## config.mk

```make
export PLATFORM = sky130hd
export DESIGN_NAME = serial_adder_ctrl
export DESIGN_NICKNAME = d
export VERILOG_FILES = /design/src/rtl/serial_adder_ctrl.sv
export SDC_FILE = /design/constraint.sdc
export NUM_CORES = 1
export LEC_CHECK = 0
export BUFFER_PORTS_ARGS = -buffer_cell sky130_fd_sc_hd__buf_2
export CAP_MARGIN = 20
export CELL_PAD_IN_SITES_DETAIL_PLACEMENT = 0
export CELL_PAD_IN_SITES_GLOBAL_PLACEMENT = 2
export CORE_MARGIN = 2
export CORE_UTILIZATION = 33
export CTS_BUF_LIST = sky130_fd_sc_hd__clkbuf_4 sky130_fd_sc_hd__clkbuf_8
export CTS_CLUSTER_DIAMETER = 120
export CTS_CLUSTER_SIZE = 10
export DETAILED_ROUTE_END_ITERATION = 7
export GPL_ROUTABILITY_DRIVEN = 0
export PLACE_DENSITY = 0.77
export SLEW_MARGIN = 10
export SYNTH_ARGS = -nofsm -noshare
export SYNTH_HDL_FRONTEND = slang
export SYNTH_SLANG_ARGS = --single-unit
```

## constraint.sdc

```tcl
create_clock -name clk -period 1.4 [get_ports clk]
set_input_delay 0.28 -clock clk [delete_from_list [all_inputs] [get_ports clk]]
set_output_delay 0.28 -clock clk [all_outputs]
set_load 0.01 [all_outputs]
```

## src/rtl/serial_adder_ctrl.sv

```systemverilog
// Bit-serial adder controller: one full adder, one bit pair per clock, LSB first.
// Define SERIAL_SUB_EN to add the sub port (a - b via inverted B and a carry-in of 1).

module serial_adder_fa (
  input  logic a,
  input  logic b,
  input  logic cy_in,
  output logic sum,
  output logic cy_out
);
  assign sum    = a ^ b ^ cy_in;
  assign cy_out = (a & b) | (cy_in & (a ^ b));
endmodule

module serial_adder_ctrl #(
  parameter int WIDTH = 8
) (
  input  logic             clk,
  input  logic             rst_n,
  input  logic             start,
  input  logic [WIDTH-1:0] a,
  input  logic [WIDTH-1:0] b,
  input  logic             cin,
`ifdef SERIAL_SUB_EN
  input  logic             sub,
`endif
  output logic             busy,
  output logic             done,
  output logic [WIDTH-1:0] sum,
  output logic             cout
);
  localparam int CNT_W = $clog2(WIDTH);

  typedef enum logic [1:0] {IDLE, RUN, DONE} state_e;

  state_e           state_q;
  logic [WIDTH-1:0] shA_q, shB_q, res_q, res_d, sum_q;
  logic [CNT_W-1:0] cnt_q;
  logic             carry_q, busy_q, done_q, cout_q;
  logic             faB, faSum, faCy, subSel, carryInit;

`ifdef SERIAL_SUB_EN
  logic sub_q;
  assign subSel    = sub_q;
  assign carryInit = sub | cin;
`else
  assign subSel    = 1'b0;
  assign carryInit = cin;
`endif

  // Subtraction reuses the adder: invert each B bit and start with carry 1.
  assign faB = shB_q[0] ^ subSel;

  serial_adder_fa u_fa (
    .a      (shA_q[0]),
    .b      (faB),
    .cy_in  (carry_q),
    .sum    (faSum),
    .cy_out (faCy)
  );

  assign res_d = (res_q >> 1) | {faSum, {(WIDTH-1){1'b0}}};

  always_ff @(posedge clk or negedge rst_n) begin
    if (!rst_n) begin
      state_q <= IDLE;
      shA_q   <= '0;
      shB_q   <= '0;
      res_q   <= '0;
      cnt_q   <= '0;
      carry_q <= 1'b0;
      busy_q  <= 1'b0;
      done_q  <= 1'b0;
      sum_q   <= '0;
      cout_q  <= 1'b0;
`ifdef SERIAL_SUB_EN
      sub_q   <= 1'b0;
`endif
    end else begin
      case (state_q)
        IDLE: begin
          if (start) begin
            shA_q   <= a;
            shB_q   <= b;
            carry_q <= carryInit;
            cnt_q   <= '0;
            busy_q  <= 1'b1;
            state_q <= RUN;
`ifdef SERIAL_SUB_EN
            sub_q   <= sub;
`endif
          end
        end
        RUN: begin
          shA_q   <= shA_q >> 1;
          shB_q   <= shB_q >> 1;
          carry_q <= faCy;
          res_q   <= res_d;
          cnt_q   <= cnt_q + CNT_W'(1);
          if (cnt_q == CNT_W'(WIDTH-1)) begin
            state_q <= DONE;
            busy_q  <= 1'b0;
            done_q  <= 1'b1;
            sum_q   <= res_d;
            cout_q  <= faCy;
          end
        end
        DONE: begin
          done_q  <= 1'b0;
          state_q <= IDLE;
        end
        default: state_q <= IDLE;
      endcase
    end
  end

  assign busy = busy_q;
  assign done = done_q;
  assign sum  = sum_q;
  assign cout = cout_q;

endmodule

```

==> Word level (Yosys, flattened, before mapping) <==
Cells that the tools add are included.
{ "word_totals": {"reg_bits": 41, "input_bits": 20, "output_inout_bits": 11, "wordCells": 46} }
{ "op_classes": {"n_addsub": 1, "n_eq_ne": 5, "n_mux": 16, "bitwise_logic": 6, "n_reduce_logical": 8} }
{ "op_table": {"columns": ["operator", "count"], "rows": [
  ["8-bit case mux with 2 select lines", 2],
  ["8-bit 2-to-1 mux", 2],
  ["7-bit by 8-bit bitwise OR with 8-bit output", 1],
  ["2-bit AND reduction", 4],
  ["1-bit case mux with 2 select lines", 3],
  ["3-bit case mux with 2 select lines", 1],
  ["1-bit 2-to-1 mux", 4],
  ["2-bit 2-to-1 mux", 2],
  ["2-bit != test (second input constant)", 2],
  ["2-bit case mux with 2 select lines", 1],
  ["2-bit nonzero test", 2],
  ["3-bit by 1-bit adder with 3-bit output (second input constant)", 1],
  ["3-bit equality test (second input constant)", 1],
  ["3-bit 2-to-1 mux", 1],
  ["3-bit AND reduction", 1],
  ["1-bit AND", 2],
  ["2-bit by 1-bit equality test with 1-bit output (second input constant)", 1],
  ["2-bit equality test (second input constant)", 1],
  ["2-bit zero test", 1],
  ["1-bit bitwise XOR", 2],
  ["1-bit bitwise OR", 1]
]} }

==> Depth between registers and ports, before layout <==
Gate-level depths: netlist of the first run.
{ "logic_depth": {"depth_word": 4, "depth_mapped": 5, "depth_no_buf": 5} }

==> Hierarchy <==
A second synthesis of the first run with hierarchy kept.
{ "hier_totals": {"cells_unflattened": 158, "hier_area_um2": 1732.9} }
{ "by_module_without_submodules": {"columns": ["module", "n_inst", "cells_per_inst", "area_per_inst_um2", "seq_area_each_um2"], "rows": [
  ["serial_adder_ctrl", 1, 157, 1712.9, 1001.0],
  ["serial_adder_fa", 1, 1, 20.0, 0.0]
]} }

==> Worst setup path before layout of the first run <==
Ideal clock, no wire load.
{ "synth_timing": {"path_type": "register -> register", "start": "register cnt_q[0]", "end": "register cout_q, in the netlist cout", "setup_time_ns": 0.125, "arrival_time_ns": 1.265, "required_time_ns": 1.275, "path_slack_ns": 0.011, "path_stages_with_launch": 5, "path_buffers": 0, "period_less_slack_ns": 1.389, "cell_sequence": "dfrtp_1 > ha_1 > ha_1 > nand2_2 > mux2_2"} }
{ "synth_via": {"elab_chain_len": 2} }
{ "synth_rtl": {"columns": ["item", "line_no", "rtl"], "rows": [
  ["from (decl)", "38", "logic [CNT_W-1:0] cnt_q;"],
  ["from (signal assigned)", "99", "cnt_q <= cnt_q + CNT_W'(1);"],
  ["3-bit equality test", "100", "if (cnt_q == CNT_W'(WIDTH-1)) begin"],
  ["2-bit AND reduction (no source line)", null, null],
  ["to (signal assigned)", "105", "cout_q <= faCy;"],
  ["to (decl)", "39", "logic carry_q, busy_q, done_q, cout_q;"]
]} }
Every way passes these cells.
A chain may end at the register's enable or synchronous reset.

==> Worst setup path after layout of the first run <==
{ "layout_timing": {"start": "register cnt_q[1]", "end": "register sum_q[7], in the netlist sum[7]"} }
{ "layout_via": {"elab_chain_len": 2} }
{ "layout_rtl": {"columns": ["item", "line_no", "rtl"], "rows": [
  ["3-bit equality test", "100", null],
  ["2-bit AND reduction (no source line)", null, null],
  ["to (signal assigned)", "104", "sum_q <= res_d;"],
  ["to (decl)", "37", "logic [WIDTH-1:0] shA_q, shB_q, res_q, res_d, sum_q;"]
]} }
Every way passes these cells.

==> results of run 1 <==
worst min-delay path by stage:
stage	startpoint	end	slack (ns)	depth (start not counted)
detailed placement	rst_n	res_q[1]	0.27	2
CTS	b[7]	shB_q[7]	0.24	3
global route	b[7]	shB_q[7]	0.24	3
global placement	rst_n	sum[0]	0.26	2
floorplan	rst_n	busy	-0.02	0
finish	b[7]	shB_q[7]	0.24	3
cell families after synthesis:
| family | share of synthesized area |
|---|---|
| flip-flops | 0.583 |
| AO/OA/AOI/OAI | 0.151 |
| AND/OR/NAND/NOR | 0.135 |
| multiplexers | 0.0590 |
| buffers and inverters | 0.0379 |
| adder cells (fa/ha/maj) | 0.0335 |
per-layer routing:
metal,up-vias,global-route usage,share of wire
met5,-,0,0
met4,0,0.0436,0.0099
met3,5,0.0415,0.047
met2,30,0.233,0.47
met1,613,0.189,0.48
li1,605,-,-
sequential cells by signal, indices dropped and copies added (netlist names):
name,cells
shA_q,8
shB_q,8
sum,8
res_q,7
cnt_q,3
state_q,2
busy,1
carry_q,1
cout,1
done,1
per-stage QoR:
step	hold slack [ns]	std cells	setup TNS, ns	power (W)	area (sq um)
2_1_floorplan	-0.0156	150	0	0.00320	1720
3_3_place_gp	0.263	250	-0.357	0.00365	1970
3_5_place_dp	0.268	250	-0.891	0.00376	1970
4_1_cts	0.237	260	0	0.00478	2120
5_1_grt	0.238	261	-0.0228	0.00517	2140
6_report	0.242	261	0	0.00476	2140
critical path, cell delays in order (launching register included):
cell and delay, ns:
dfrtp_1 0.39, ha_2 0.20, ha_4 0.19, nand2_4 0.11, mux2_2 0.34
layout make-up:
class,instances,share of cell area
repair buffers,40,0.112
inverters,3,0.00527
clock buffers,6,0.0357
flip-flops and latches,40,0.468
well taps,70,0.0410
clock inverters,2,0.0164
multi-input cells,100,0.321
power by group through the flow:
| stage | logic (W) | registers, W | clock network, W |
|---|---|---|---|
| 5_1_grt | 0.00203 | 0.00210 | 0.00104 |
| 4_1_cts | 0.00179 | 0.00202 | 0.000971 |
| 2_1_floorplan | 0.00119 | 0.00202 | 0 |
| 3_5_place_dp | 0.00173 | 0.00204 | 0 |
| 6_report | 0.00179 | 0.00202 | 0.000947 |
| 3_3_place_gp | 0.00164 | 0.00200 | 0 |
placed cells by master (no fill, tap or decap), types with 5 or more instances in the layout:
master,n
buf_4,8
o21ai_0,6
mux2_2,9
dfrtp_1,40
a21oi_1,11
nand3b_1,6
nand2_1,25
buf_2,30
clkbuf_8,5
o221a_2,5
nor2_1,11
o22ai_1,9
repair_timing:
| item | in CTS | in global routing |
|---|---|---|
| cloned | 1 | 0 |
| buffers inserted | 0 | 1 |
| hold buffers | 1 | 0 |
| resized for setup | 4 | 2 |
| pin swaps | 2 | 0 |
| setup endpoints to repair | 9 | 11 |
| endpoints found under the hold margin | 40 | 0 |
==> results.cfg, run 1 <==
[synthesis]
ys_ff_latch = 40
synth_edf_count = 0
ys_types = 27
synthFlopType = dfrtp_1
synth.area.top_cells = dfrtp_1 58%, mux2_2 5.9%, nand2_1 5.5%
syn-num-nets = 174
yosysTopAreaCellShare = 0.583
synthCells = 150
yosys_warnings = 0
syn_area_per_cell_sq_um = 11.5
yosys-top-cells-count = 40 x dfrtp_1, 25 x nand2_1, 11 x a21oi_1, 11 x nor2_1
synthArstFlopShare = 1.00
yosysSeqAreaShare = 0.583
synth.cell_area_sq_um = 1720
synth_area_leader_cell = dfrtp_1
synth.most_common_cell = dfrtp_1

[floorplanning]
die-area_sq_um = 5800
fp.dieH_um = 76.2
pin_count = 31
rows = 26
start_util = 0.339
core-area_sq_um = 5070
die_w_um = 76.2

[clock_tree]
cts_tree = done
path_clk_slew_ns = 0.08
clk_path_buf_depth = 2
cts.htree.levels = 2
cts_made_buffers = 5
clock_sinks = 40
clk_latency_ns = 0.29
cts_root_buf = clkbuf_8

[worst_setup_path]
r2r_end = sum[7]
required_ns = 1.57
worstPathArrival_ns = 1.51
crit_path_start_kind = register
regToRegSetupSlack_ns = 0.06
critPathMaxFanout = 5
worstSetupEndpointType = register
critPathKind = register to register
endpoint = sum[7]
r2r_start = cnt_q[1]
reg2reg_depth = 4
critPathLaunch = cnt_q[1]

[global_routing]
antenna_found_initial = 0
grt_usage = 0.144
grt_max_degree = 41
first_global_vias = 1354
grt_pass1_wl_um = 6630
overflow = 0

[timing]
hold_viol_final = 0
slew_headroom = 0.760
final_max_slew_viol_count = 0
min_period_over_period = 0.958
max_freq_ghz = 0.746
worst_pin_slew_ns = 0.359
worst_slack_ns = 0.0594
rsz0062_at_grt = yes
setup_violations = 0
fin_skew_ns = 0.00584
layout_min_cycle_time_ns = 1.34

[pwr]
p_per_area_nw_per_um2 = 2230
sw_frac_of_total = 0.341
p_clk_frac = 0.199
power_frac_comb = 0.376
seq_power_share = 0.425
ir_worst_vdd_uv = 668
power.leakage_nw = 0.984
p_switching_w = 0.00162
internal-power_w = 0.00313

[drt]
dr.first_iter.drc_count = 51
drcViolationCount = 0
via_count = 1253
routedWlPerCell_um = 14.7
dr.pass1.iters = 4
routed_via_density = 4.80
wl_um = 3840
ant_nets = 0

[layout]
drive_gt1_frac = 0.356
fin_util = 0.421
final-seq-area_sq_um = 1000
fillers = 515
antennaDiodeCount = 0
nNetsFinal = 214
area_growth_pct = 24.4
multi_input_area_sq_um = 686

[placed_design]
place_hpwl_um = 2570
io_buffers = 30
preCtsSetupSlack_ns = -0.104

[outcome]
outcome = finished clean

[job]
cap_violations = 0

[worst_hold_path]
hold_path_class = input pin to register
Note: power is estimated with default switching activity, not from simulation.
==> inputs of run 2 (changes only) <==
--- a/config.mk
+++ b/config.mk
@@ -5,16 +5,16 @@
 export SDC_FILE = /design/constraint.sdc
 export NUM_CORES = 1
 export LEC_CHECK = 0
-export BUFFER_PORTS_ARGS = -buffer_cell sky130_fd_sc_hd__buf_2
 export CAP_MARGIN = 20
 export CELL_PAD_IN_SITES_DETAIL_PLACEMENT = 0
 export CELL_PAD_IN_SITES_GLOBAL_PLACEMENT = 2
 export CORE_MARGIN = 2
-export CORE_UTILIZATION = 33
+export CORE_UTILIZATION = 38
 export CTS_BUF_LIST = sky130_fd_sc_hd__clkbuf_4 sky130_fd_sc_hd__clkbuf_8
 export CTS_CLUSTER_DIAMETER = 120
 export CTS_CLUSTER_SIZE = 10
 export DETAILED_ROUTE_END_ITERATION = 7
+export DONT_BUFFER_PORTS = 1
 export GPL_ROUTABILITY_DRIVEN = 0
 export PLACE_DENSITY = 0.77
 export SLEW_MARGIN = 10
==> run 2 against run 1 <==
Effect of this change: core utilization grew 3.3 points; first-iteration DRC count grew 110%; hold slack lost 0.10 ns; worst setup slack gained 0.011 ns; final area shrank 7.5%; clock power grew 8%; global-route usage grew 0.33 points; count of clock-buffer cells in the layout grew 1; routed wire length shrank 13%; largest cell class unchanged.
==> results.cfg, run 2 (synthesized netlist as in run 1, its figures left out) <==
[layout]
stdcell_area_sq_um = 1980
fillers = 404
drive_gt1_frac = 0.230
area_growth_pct = 15.1
layout_common_cells = 40 x dfrtp_1, 25 x nand2_1, 11 x nor2_1, 11 x a21oi_1
antennaDiodeCount = 0
layout.cells.non_filler = 213
nNetsFinal = 184
final_common_cell = dfrtp_1

[floorplanning]
fp.dieH_um = 71.2
rows = 24
die_w_um = 71.2
start_util = 0.395
die-area_sq_um = 5070
core-area_sq_um = 4350
pin_count = 31

[clock_tree]
cts_tree = done
clk_path_buf_depth = 2
cts_made_buffers = 5
clock_sinks = 40
path_clk_slew_ns = 0.08
clk_latency_ns = 0.29
cts.htree.levels = 2
cts_root_buf = clkbuf_8
post_cts_buffers = 0

[timing]
max_freq_ghz = 0.752
final_max_slew_viol_count = 0
setup_violations = 0
worst_pin_slew_ns = 0.402
layout_min_cycle_time_ns = 1.33
hold_viol_final = 0
slew_headroom = 0.732
finalSetupTns_ns = 0
min_period_over_period = 0.950
whs_ns = 0.141
rsz0062_at_grt = no
worst_slack_ns = 0.0702
fin_skew_ns = 0.00363

[worst_setup_path]
cp_cell_sequence = ha_2 > ha_4 > nand2_4 > mux2_2
path_delay_family = adder cells
critPathMaxFanout = 5
worstSetupEndpointType = register
critPathKind = register to register
crit_slowest_cell = dfrtp_1
required_ns = 1.58
worstPathArrival_ns = 1.51
crit_buf_inv = 0
crit_path_start_kind = register
cpPeakStageDelay_ns = 0.39

[drt]
drcViolationCount = 0
via_count = 1141
wl_met3_um = 190
routed.top_layer = met4
dr.pass1.iters = 4
routedWlPerCell_um = 15.7
wl_um = 3350
ant_nets = 0
wl_met2_um = 1630
dr.first_iter.drc_count = 106
wl_met1_um = 1490
routed_via_density = 5.36

[placed_design]
placedCellCount = 202
io_buffers = 0
place_hpwl_um = 2240
preCtsSetupSlack_ns = -0.0827
dpl-instance-area_sq_um = 1790

[global_routing]
first_global_vias = 1204
overflow = 0
grt_usage = 0.148
grt_pass1_wl_um = 5750
antenna_found_initial = 0
grt_max_degree = 41

[pwr]
p_per_area_nw_per_um2 = 2340
internal-power_w = 0.00310
sw_frac_of_total = 0.331
ir_worst_vdd_uv = 904
p_switching_w = 0.00154
power.leakage_nw = 0.873
seq_power_share = 0.452
power_frac_comb = 0.329
p_clk_frac = 0.219

[worst_hold_path]
hold_path_class = input pin to register

[outcome]
outcome = finished clean

[job]
cap_violations = 0
-- run 2: final cells by class --
class	instances	area, sq um	area share
sequential	40	1000	0.506
multi-input combinational	100	683	0.346
clock buffer	7	96.3	0.0487
timing repair buffer	10	90.1	0.0456
tap	52	65.1	0.0329
clock inverter	1	30.0	0.0152
inverter	3	11.3	0.00570
-- run 2: final timing paths --
path / start / endpoint / slack (ns) / cells past startpoint
max: cnt_q[0] / sum[0] / 0.07 / 4
min reg2reg: res_q[1] / res_q[1] / 0.48 / 2
max in group asynchronous: rst_n / shB_q[2] / 0.76 / 2
max reg2reg: cnt_q[0] / sum[0] / 0.07 / 4
min in group asynchronous: rst_n / sum[2] / 0.45 / 2
min: b[7] / shB_q[7] / 0.14 / 2
-- run 2: metal layers --
layer  GRT usage  vias to the layer above
met2       0.235                       30
met3      0.0450                        5
met5           0                        -
met4      0.0566                        0
met1       0.191                      557
li1            -                      549
-- run 2: timing repair --
action	in CTS	in global routing
cloned	1	0
hold endpoints to repair	40	0
setup endpoints to repair	9	9
pin swaps	1	0
gates resized for setup	2	3
hold buffers	2	0
-- run 2: power groups by stage --
stage	logic, W	clock network [W]	registers, W
after floorplan	0.00119	0	0.00202
after global placement	0.00138	0	0.00210
after detailed placement	0.00145	0	0.00211
after CTS	0.00152	0.00104	0.00209
after global routing	0.00174	0.00110	0.00217
final	0.00152	0.00102	0.00209
-- run 2: worst reg2reg max path, delay by kind of cell, from the launching register on --
kind                       cells  cell delay [ns]
muxes                          1             0.33
adders and majority gates      2             0.40
and+or+nand+nor                1             0.10
DFF                            1             0.39
-- run 2: per-stage QoR --
step,utilization,total power (W)
2_1_floorplan,-,0.00320
3_3_place_gp,0.411,0.00348
3_5_place_dp,0.411,0.00356
4_1_cts,0.450,0.00465
5_1_grt,0.454,0.00501
6_report,0.454,0.00463
==> inputs of run 3 (changes only) <==
--- a/config.mk
+++ b/config.mk
@@ -16,8 +16,10 @@
 export DETAILED_ROUTE_END_ITERATION = 7
 export DONT_BUFFER_PORTS = 1
 export GPL_ROUTABILITY_DRIVEN = 0
-export PLACE_DENSITY = 0.77
+export PLACE_DENSITY = 0.78
+export SKIP_CTS_REPAIR_TIMING = 1
 export SLEW_MARGIN = 10
 export SYNTH_ARGS = -nofsm -noshare
 export SYNTH_HDL_FRONTEND = slang
+export SYNTH_HIERARCHICAL = 1
 export SYNTH_SLANG_ARGS = --single-unit
==> run 3 against run 2 <==
Effect of this change: via count up 8.9%; first-iteration DRC count down 20%; critical path depth unchanged; hold slack worse by 0.0010 ns; critical path type unchanged; cell count up 2.8%.
==> results.cfg, run 3 <==
[drt]
dr.first_iter.drc_count = 85
dr.pass1.iters = 4
routed_via_density = 5.68
via_count = 1243
ant_nets = 0
routedWlPerCell_um = 17.1
drcViolationCount = 0
wl_um = 3750

[timing]
whs_ns = 0.140
worst_pin_slew_ns = 0.368
final_max_slew_viol_count = 0
layout_min_cycle_time_ns = 1.33
slew_headroom = 0.755
fin_skew_ns = 0.00412
rsz0062_at_grt = no
max_freq_ghz = 0.750
setup_violations = 0
hold_viol_final = 0
worst_slack_ns = 0.0668
min_period_over_period = 0.952

[worst_setup_path]
regToRegSetupSlack_ns = 0.07
cp_cell_sequence = ha_2 > ha_4 > nand2_4 > mux2_2
reg2reg_depth = 4
crit_slowest_cell = dfrtp_1
crit_buf_inv = 0
cpPeakStageDelay_ns = 0.39
worstSetupEndpointType = register
crit_path_start_kind = register
critPathMaxFanout = 5
worstPathArrival_ns = 1.51
r2r_end = sum[2]
r2r_start = cnt_q[1]
required_ns = 1.57
critPathKind = register to register
path_delay_family = adder cells

[clock_tree]
cts.htree.levels = 2
path_clk_slew_ns = 0.07
clock_sinks = 40
cts_made_buffers = 5
clk_path_buf_depth = 2
cts_root_buf = clkbuf_8
cts_tree = done
clk_latency_ns = 0.28

[layout]
final_common_cell = dfrtp_1
fin_util = 0.450
layout.cells.non_filler = 219
drive_gt1_frac = 0.192
nNetsFinal = 190
area_growth_pct = 13.9
stdcell_area_sq_um = 1970
antennaDiodeCount = 0
layout_common_cells = 40 x dfrtp_1, 30 x o22ai_1, 26 x nand2_1, 17 x a21oi_1, 9 x mux2_2

[floorplanning]
pin_count = 31
fp.dieH_um = 71.5
rows = 24
die-area_sq_um = 5120
start_util = 0.395
die_w_um = 71.5
core-area_sq_um = 4380

[synthesis]
synth_edf_count = 0
synth_compound_area_frac = 0.196
syn-num-nets = 182
synth-xor-area-share = 0
syn_area_per_cell_sq_um = 11.0
synth.most_common_cell = dfrtp_1
synthCells = 158
synthSimpleGateAreaFrac = 0.0968
synth_mux_area_frac = 0.0585
synth.cell_area_sq_um = 1730
synthArstFlopShare = 1.00
yosysSeqAreaShare = 0.578
yosys-top-cells-count = 40 x dfrtp_1, 30 x o22ai_1, 26 x nand2_1
synthAdderAreaFrac = 0.0332
yosys_warnings = 6
synth.area.top_cells = dfrtp_1 58%, o22ai_1 11%, mux2_2 5.8%
yosysTopAreaCellShare = 0.578
synth_area_leader_cell = dfrtp_1
synth_top_family_by_area = compound AO/OA/AOI/OAI gates
ys_types = 23
ys_ff_latch = 40
synthFlopType = dfrtp_1

[placed_design]
io_buffers = 0
placedCellCount = 208
dpl-instance-area_sq_um = 1810
preCtsSetupSlack_ns = -0.0486
place_hpwl_um = 2460

[global_routing]
overflow = 0
grt_usage = 0.156
grt_max_degree = 41
grt_pass1_wl_um = 6220
antenna_found_initial = 0
first_global_vias = 1325

[pwr]
p_per_area_nw_per_um2 = 2280
power.leakage_nw = 0.844
ir_worst_vdd_uv = 880

[outcome]
outcome = finished clean

[worst_hold_path]
min_to = shA_q[7]
hold_start = a[7]
hold_path_class = input pin to register
min_path_cells = 2

[job]
cap_violations = 0
run 3: cell count changes in the layout (fill, tap and decap cells not counted), sizes merged, moves of 2 or more:
cell and change:
o22ai +21, nor2 -10, a21oi +6, nand3b -6
o221a -6, o21ai +2
run 3: logic make-up after synthesis:
logic type / count (synthesis)
AO/OA/AOI/OAI: 58
adder cells (fa/ha/maj): 4
flip-flops: 40
buffers and inverters: 12
multiplexers: 9
AND/OR/NAND/NOR: 35
run 3: worst register-to-register path: stages (launching register included):
cell,delay (ns)
dfrtp_1,0.39
ha_2,0.21
ha_4,0.19
nand2_4,0.10
mux2_2,0.33
run 3: how the worst max path moves through the flow:
stage          startpoint     end  slack [ns]  cells past startpoint
2_1_floorplan    cnt_q[0]    cout        0.04                      4
3_3_place_gp     cnt_q[0]    cout        0.01                      4
3_5_place_dp     cnt_q[0]  sum[1]       -0.05                      4
4_1_cts          cnt_q[0]  sum[1]       -0.07                      4
5_1_grt          cnt_q[1]  sum[1]       0.003                      4
6_report         cnt_q[1]  sum[2]        0.07                      4
run 3: layer usage:
layer / track usage / routed length (um) / vias to the layer above
met4: 0.0314 / 13 / 0
li1: - / - / 590
met5: 0 / 0 / -
met1: 0.193 / 1630 / 623
met3: 0.0591 / 142 / 2
met2: 0.263 / 1970 / 28
run 3: per-stage QoR:
stage / total power [W] / TNS, ns
after floorplan: 0.00317 / 0
after global placement: 0.00352 / 0
after detailed placement: 0.00362 / -0.391
after CTS: 0.00444 / -0.550
after global routing: 0.00489 / 0
final: 0.00450 / 0
run 3: where the power goes:
part           switching (W)  total (W)  internal [W]
Combinational       0.000759    0.00152      0.000758
Sequential          0.000491    0.00217       0.00168
Clock               0.000369   0.000809      0.000441
Total                0.00162    0.00450       0.00288
run 3: area by class of cell:
cell class,instances,area [sq um]
clock buffer,8,97.6
inverter,3,11.3
multi-input combinational,107,697
timing repair buffer,9,103
tap,52,65.1
fill,411,2410
sequential,40,1000
